**src/rtl/glyph_row_streamer_pkg.sv**
```systemverilog
// Shared definitions for the glyph row streamer: FSM encodings, glyph geometry
// and the helper that extracts one pixel row from a packed 8x8 glyph.
package glyph_row_streamer_pkg;

  typedef enum logic [2:0] {
    S_IDLE  = 3'd0,
    S_FETCH = 3'd1,
    S_LOAD  = 3'd2,
    S_SHIFT = 3'd3,
    S_DONE  = 3'd4
  } state_t;

  localparam logic [7:0] ASCII_SPACE = 8'h20;
  localparam int GLYPH_W    = 8;
  localparam int GLYPH_ROWS = 8;

  // Row 0 is the top byte of the glyph word; bit 7 of the byte is the leftmost pixel.
  function automatic logic [GLYPH_W-1:0] glyph_row(input logic [63:0] g, input logic [2:0] r);
    return g[(GLYPH_ROWS - 1 - int'(r)) * GLYPH_W +: GLYPH_W];
  endfunction

endpackage

```
**src/rtl/ascciTo8x8.sv**
```systemverilog
// Combinational ASCII to 8x8 glyph lookup shared by the pixel streamers.
// Codes without a glyph render as a blank (space) cell.
module ascciTo8x8 (
  input  logic [7:0]  ascii,
  output logic [63:0] glyph
);

  always_comb begin
    glyph = 64'h0;
    case (ascii)
      8'h41:   glyph = 64'h183C66667E666600;  // A
      8'h42:   glyph = 64'h7C66667C66667C00;  // B
      8'h48:   glyph = 64'h6666667E66666600;  // H
      8'h30:   glyph = 64'h3C666E7666663C00;  // 0
      8'h31:   glyph = 64'h1838181818187E00;  // 1
      8'h2A:   glyph = 64'h00663CFF3C660000;  // *
      8'h23:   glyph = 64'h6C6CFE6CFE6C6C00;  // #
      default: glyph = 64'h0;
    endcase
  end

endmodule

```
**src/rtl/glyph_row_streamer.sv**
```systemverilog
// Streams one glyph row of a buffered text line as serial pixels with valid/ready.
// Optional build macro CURSOR_INVERT_EN adds cursor_pos and inverts that character cell.
//
// state   | meaning
// S_IDLE  | waiting for start, outputs quiet
// S_FETCH | read buffer[ci] into char_q
// S_LOAD  | load selected glyph row of char_q into shift register
// S_SHIFT | present pixels, shift on each handshake (8 per character)
// S_DONE  | one-cycle done pulse, back to idle
module glyph_row_streamer
  import glyph_row_streamer_pkg::*;
#(
  parameter int NCHARS = 16,
  parameter int ADDR_W = 4
) (
  input  logic              clk,
  input  logic              rst_n,
  input  logic              wr_en,
  input  logic [ADDR_W-1:0] wr_addr,
  input  logic [7:0]        wr_char,
  input  logic              start,
  input  logic [2:0]        row,
  output logic              busy,
  output logic              done,
  output logic              px_valid,
  output logic              px_data,
  output logic [ADDR_W-1:0] px_col,
  input  logic              px_ready
`ifdef CURSOR_INVERT_EN
  ,
  input  logic [ADDR_W-1:0] cursor_pos
`endif
);

  state_t              state_q, state_d;
  logic [7:0]          buffer [NCHARS];
  logic [2:0]          row_q;
  logic [ADDR_W-1:0]   ci_q;
  logic [7:0]          char_q;
  logic [GLYPH_W-1:0]  shreg_q;
  logic [2:0]          bitcnt_q;
  logic [63:0]         glyph;
  logic                last_char;
  logic                pix;
`ifdef CURSOR_INVERT_EN
  logic                cursor_hit_q;
`endif

  ascciTo8x8 u_ascii_to_8x8 (
    .ascii (char_q),
    .glyph (glyph)
  );

  assign last_char = (ci_q == ADDR_W'(NCHARS - 1));

`ifdef CURSOR_INVERT_EN
  assign pix = shreg_q[GLYPH_W-1] ^ cursor_hit_q;
`else
  assign pix = shreg_q[GLYPH_W-1];
`endif

  // Writes land in the same edge that FETCH samples, so FETCH sees the old value.
  always_ff @(posedge clk or negedge rst_n) begin
    if (!rst_n) begin
      for (int i = 0; i < NCHARS; i++) buffer[i] <= ASCII_SPACE;
    end else if (wr_en && (int'(wr_addr) < NCHARS)) begin
      buffer[wr_addr] <= wr_char;
    end
  end

  always_ff @(posedge clk or negedge rst_n) begin
    if (!rst_n) state_q <= S_IDLE;
    else        state_q <= state_d;
  end

  always_comb begin
    state_d  = state_q;
    busy     = 1'b1;
    done     = 1'b0;
    px_valid = 1'b0;
    px_data  = 1'b0;
    px_col   = '0;
    case (state_q)
      S_IDLE: begin
        busy = 1'b0;
        if (start) state_d = S_FETCH;
      end
      S_FETCH: state_d = S_LOAD;
      S_LOAD:  state_d = S_SHIFT;
      S_SHIFT: begin
        px_valid = 1'b1;
        px_data  = pix;
        px_col   = ci_q;
        if (px_ready && (bitcnt_q == 3'd7)) state_d = last_char ? S_DONE : S_FETCH;
      end
      S_DONE: begin
        done    = 1'b1;
        state_d = S_IDLE;
      end
      default: begin
        busy    = 1'b0;
        state_d = S_IDLE;
      end
    endcase
  end

  always_ff @(posedge clk or negedge rst_n) begin
    if (!rst_n) begin
      row_q        <= '0;
      ci_q         <= '0;
      char_q       <= ASCII_SPACE;
      shreg_q      <= '0;
      bitcnt_q     <= '0;
`ifdef CURSOR_INVERT_EN
      cursor_hit_q <= 1'b0;
`endif
    end else begin
      case (state_q)
        S_IDLE: begin
          if (start) begin
            row_q <= row;
            ci_q  <= '0;
          end
        end
        S_FETCH: char_q <= buffer[ci_q];
        S_LOAD: begin
          shreg_q      <= glyph_row(glyph, row_q);
          bitcnt_q     <= '0;
`ifdef CURSOR_INVERT_EN
          cursor_hit_q <= (cursor_pos == ci_q);
`endif
        end
        S_SHIFT: begin
          if (px_ready) begin
            shreg_q  <= {shreg_q[GLYPH_W-2:0], 1'b0};
            bitcnt_q <= bitcnt_q + 3'd1;
            if ((bitcnt_q == 3'd7) && !last_char) ci_q <= ci_q + 1'b1;
          end
        end
        default: ;
      endcase
    end
  end

endmodule

```
**config.mk**
```make
export PLATFORM = sky130hd
export DESIGN_NAME = glyph_row_streamer
export DESIGN_NICKNAME = d
export VERILOG_FILES = /design/src/rtl/glyph_row_streamer_pkg.sv /design/src/rtl/ascciTo8x8.sv /design/src/rtl/glyph_row_streamer.sv
export SDC_FILE = /design/constraint.sdc
export NUM_CORES = 1
export LEC_CHECK = 0
export ABC_CLOCK_PERIOD_IN_PS = 3200
export CORE_MARGIN = 10
export CORE_UTILIZATION = 64
export CTS_BUF_LIST = sky130_fd_sc_hd__clkbuf_4
export DETAILED_ROUTE_END_ITERATION = 8
export MAX_ROUTING_LAYER = met4
export PLACE_DENSITY = 0.94
export SLEW_MARGIN = 20
export SYNTH_ARGS = -nofsm -noshare
export SYNTH_HDL_FRONTEND = slang
export SYNTH_SLANG_ARGS = --single-unit
export TNS_END_PERCENT = 10
```
**constraint.sdc**
```tcl
create_clock -name clk -period 3.2 [get_ports clk]
set_input_delay 0.48 -clock clk [delete_from_list [all_inputs] [get_ports clk]]
set_output_delay 0.48 -clock clk [all_outputs]
set_load 0.005 [all_outputs]
```
==> metrics <==
result of the run=finished, final reports clean; initial antenna violation count=0; HPWL Detailed=12.1 mm; Via density=6.71; final setup vio count=0; leading area contributor after synthesis=dfrtp_1; RSZ-0062 raised after global routing=false; Slew Limit Fails=0; combinational share of power=32.4%; clock network power share=20.4%; CORE AREA=12000 um2; CTS Sinks=157; syn nets=595; IO Port Bufs=27; drt first pass iters=5; GRT Resource Usage Total=23.3%; synth cell count leaders=dfrtp_1 (140), mux2_2 (137), mux4_2 (40); Max stage delay on crit path=0.59 ns; Initial Utilization=65.1%; hold_ws=0.459 ns; switching portion of total power=32.0%; ys flop type=dfrtp_1; Power Density=716 nW/um2; Async SR Flop Fraction=100%; Startpoint Class=register; Seq/Total Area, Yosys=50.5%; synth unique cells=65; wire length per cell=23.7 um; maxcap violations=0; Routability Congestion=0.944; Area Growth Syn to Fin=9.06%; level count of the clock H-tree=4; synth warn=0; clk root buf=clkbuf_4; final-layout fill cell count=791; final critical-path share of the clock period=91.5%; Final Skew=0.0211 ns; Hold Fails Final Rpt=0; Worst-Margin Slew=0.725 ns; fmax=0.342 GHz; Post-synth EDFFs=0; Leakage=0.00358 uW; setup TNS=0 ns; Worst-Skew Late Latency=0.58 ns; Switch Pwr=1950 uW; Vias=5096; share of the synthesized area in the top cell type=44.8%; Cell Int Power=4150 uW; clk buf depth=2; Syn Inst Count=572; Synth area leaders=dfrtp_1 (45%), mux2_2 (20%), mux4_2 (12%); Reg clk slew, reported paths=0.14 ns; fin crit period=2.93 ns; sequential share of power=47.2%; # rows=40; CP top delay family=buffers and inverters; largest net degree at the start of global routing=67; DIE AREA=17000 um2; crit path DAT=2.45 ns; worst min path class=input port to asynchronous set/reset pin; vias in the first global route=5423; Tot Pwr=6100 uW; VDD IR max=0.531 mV; CTS tree=built; 1st-iter DRT viols=569; mean area per synthesized cell=13.7 um2; post-CTS setup buffer count=0; slew margin rel.=51.7%; number of remaining DRC errors=0; critical path cell sequence=nand3b_1 -> inv_1 -> and2_1 -> clkdlybuf4s50_1; total CTS buffers=17; Net count, final=623; first-pass GRT wire length=29.4 mm; GRT Residual Overflow=0; WP data required=2.72 ns; IO Count=28; # resized after CTS=0; most common cell in the netlist=dfrtp_1; Crit Path Category=register to output pin; FF+latch count, synth=157; Die Width=131 um; chip height=131 um; Crit Path Max Fanout=12; Routed Antenna Nets=0; n_diodes=0; CP Buf/Inv Count=2; endpoint type of the worst setup path=output pin; WL final=18.0 mm; cell area after synthesis=7820 um2; critical path's slowest cell=dfrtp_1; share of post-route cells with drive strength above 1=41.6%
-- area by class of cell --
class                           count  area, um2  area share (%)
Clock buffer                       18        135            1.58
Multi-Input combinational cell    373       3650            42.8
Timing Repair Buffer               45        434            5.09
Inverter                            6       22.5           0.264
Tap cell                          147        184            2.16
Clock inverter                     14        155            1.82
Sequential cell                   157       3950            46.3
-- registers in the layout, summed over array words and instances (netlist names) --
register,flops
buffer,128
char_q,8
shreg_q,8
ci_q,4
bitcnt_q,3
row_q,3
state_q,3
-- power by group through the flow --
stage	logic, uW	registers [uW]	clock network, uW
6_report	1980	2880	1240
5_1_grt	2130	2950	1340
4_1_cts	1990	2880	1260
3_5_place_dp	1980	2920	0
3_3_place_gp	1890	2860	0
2_1_floorplan	1590	2730	0
-- placed cells by master (no fill, tap or decap), types with 6 or more instances in the layout --
master           instances
nand2_1                 28
buf_4                   15
a31oi_1                  6
nand2b_1                 7
nor2_1                  30
nand3_1                  8
a21oi_1                 13
clkbuf_4                18
dfrtp_1                139
mux4_2                  40
and2_1                   7
mux2_2                 137
clkdlybuf4s50_1         26
dfstp_2                 17
o21ai_0                 17
-- through the flow --
stage / instances / util [%] / cell area (um2) / setup slack, ns
2_1_floorplan: 572 / - / 7820 / 0.994
3_3_place_gp: 727 / 68.5 / 8230 / 0.840
3_5_place_dp: 727 / 68.5 / 8230 / 0.815
4_1_cts: 760 / 71.0 / 8530 / 0.280
5_1_grt: 760 / 71.0 / 8530 / 0.152
6_report: 760 / 71.0 / 8530 / 0.273
-- cells by family after synthesis --
group | Yosys count | synth area share [%]
mux | 180 | 31.6
xor+xnor | 6 | 0.672
buf+inv | 42 | 2.86
flops | 157 | 50.5
compound gates | 66 | 5.55
fa+ha+maj | 3 | 0.480
simple gates | 118 | 8.29
-- per-layer routing --
layer	up-vias	track usage, %	wire length [um]
met5	-	-	0
met4	0	8.83	459
met3	46	5.08	971
met2	214	37.7	9110
met1	2645	28.2	7450
li1	2191	-	-
-- worst register-to-register path: stages (launching register included) --
cell and delay [ns]:
dfrtp_2 0.59, buf_12 0.29, mux4_2 0.57, mux4_2 0.53, mux2_2 0.29
-- worst paths after layout --
kind	startpoint	endpoint	slack (ns)	depth (start not counted)
min	rst_n	row_q[1]$_DFFE_PN0P_	0.46	2
max	state_q[0]$_DFFE_PN0P_	px_col[0]	0.27	4
max reg2reg	ci_q[0]$_DFFE_PN0P_	char_q[4]$_DFFE_PN0P_	0.83	4
max in group asynchronous	rst_n	buffer[21]$_DFFE_PN1P_	1.89	3
min in group clk	row[0]	row_q[0]$_DFFE_PN0P_	0.46	3
min reg2reg	shreg_q[7]$_DFFE_PN0P_	shreg_q[7]$_DFFE_PN0P_	0.50	2
-- repair_timing --
item / 4_1_cts / 5_1_grt
hold buffers: 1 / 0
endpoints found under the hold margin: 50 / 0
endpoints found under the setup margin: 0 / 0
Power figures use the tool's default switching activity.
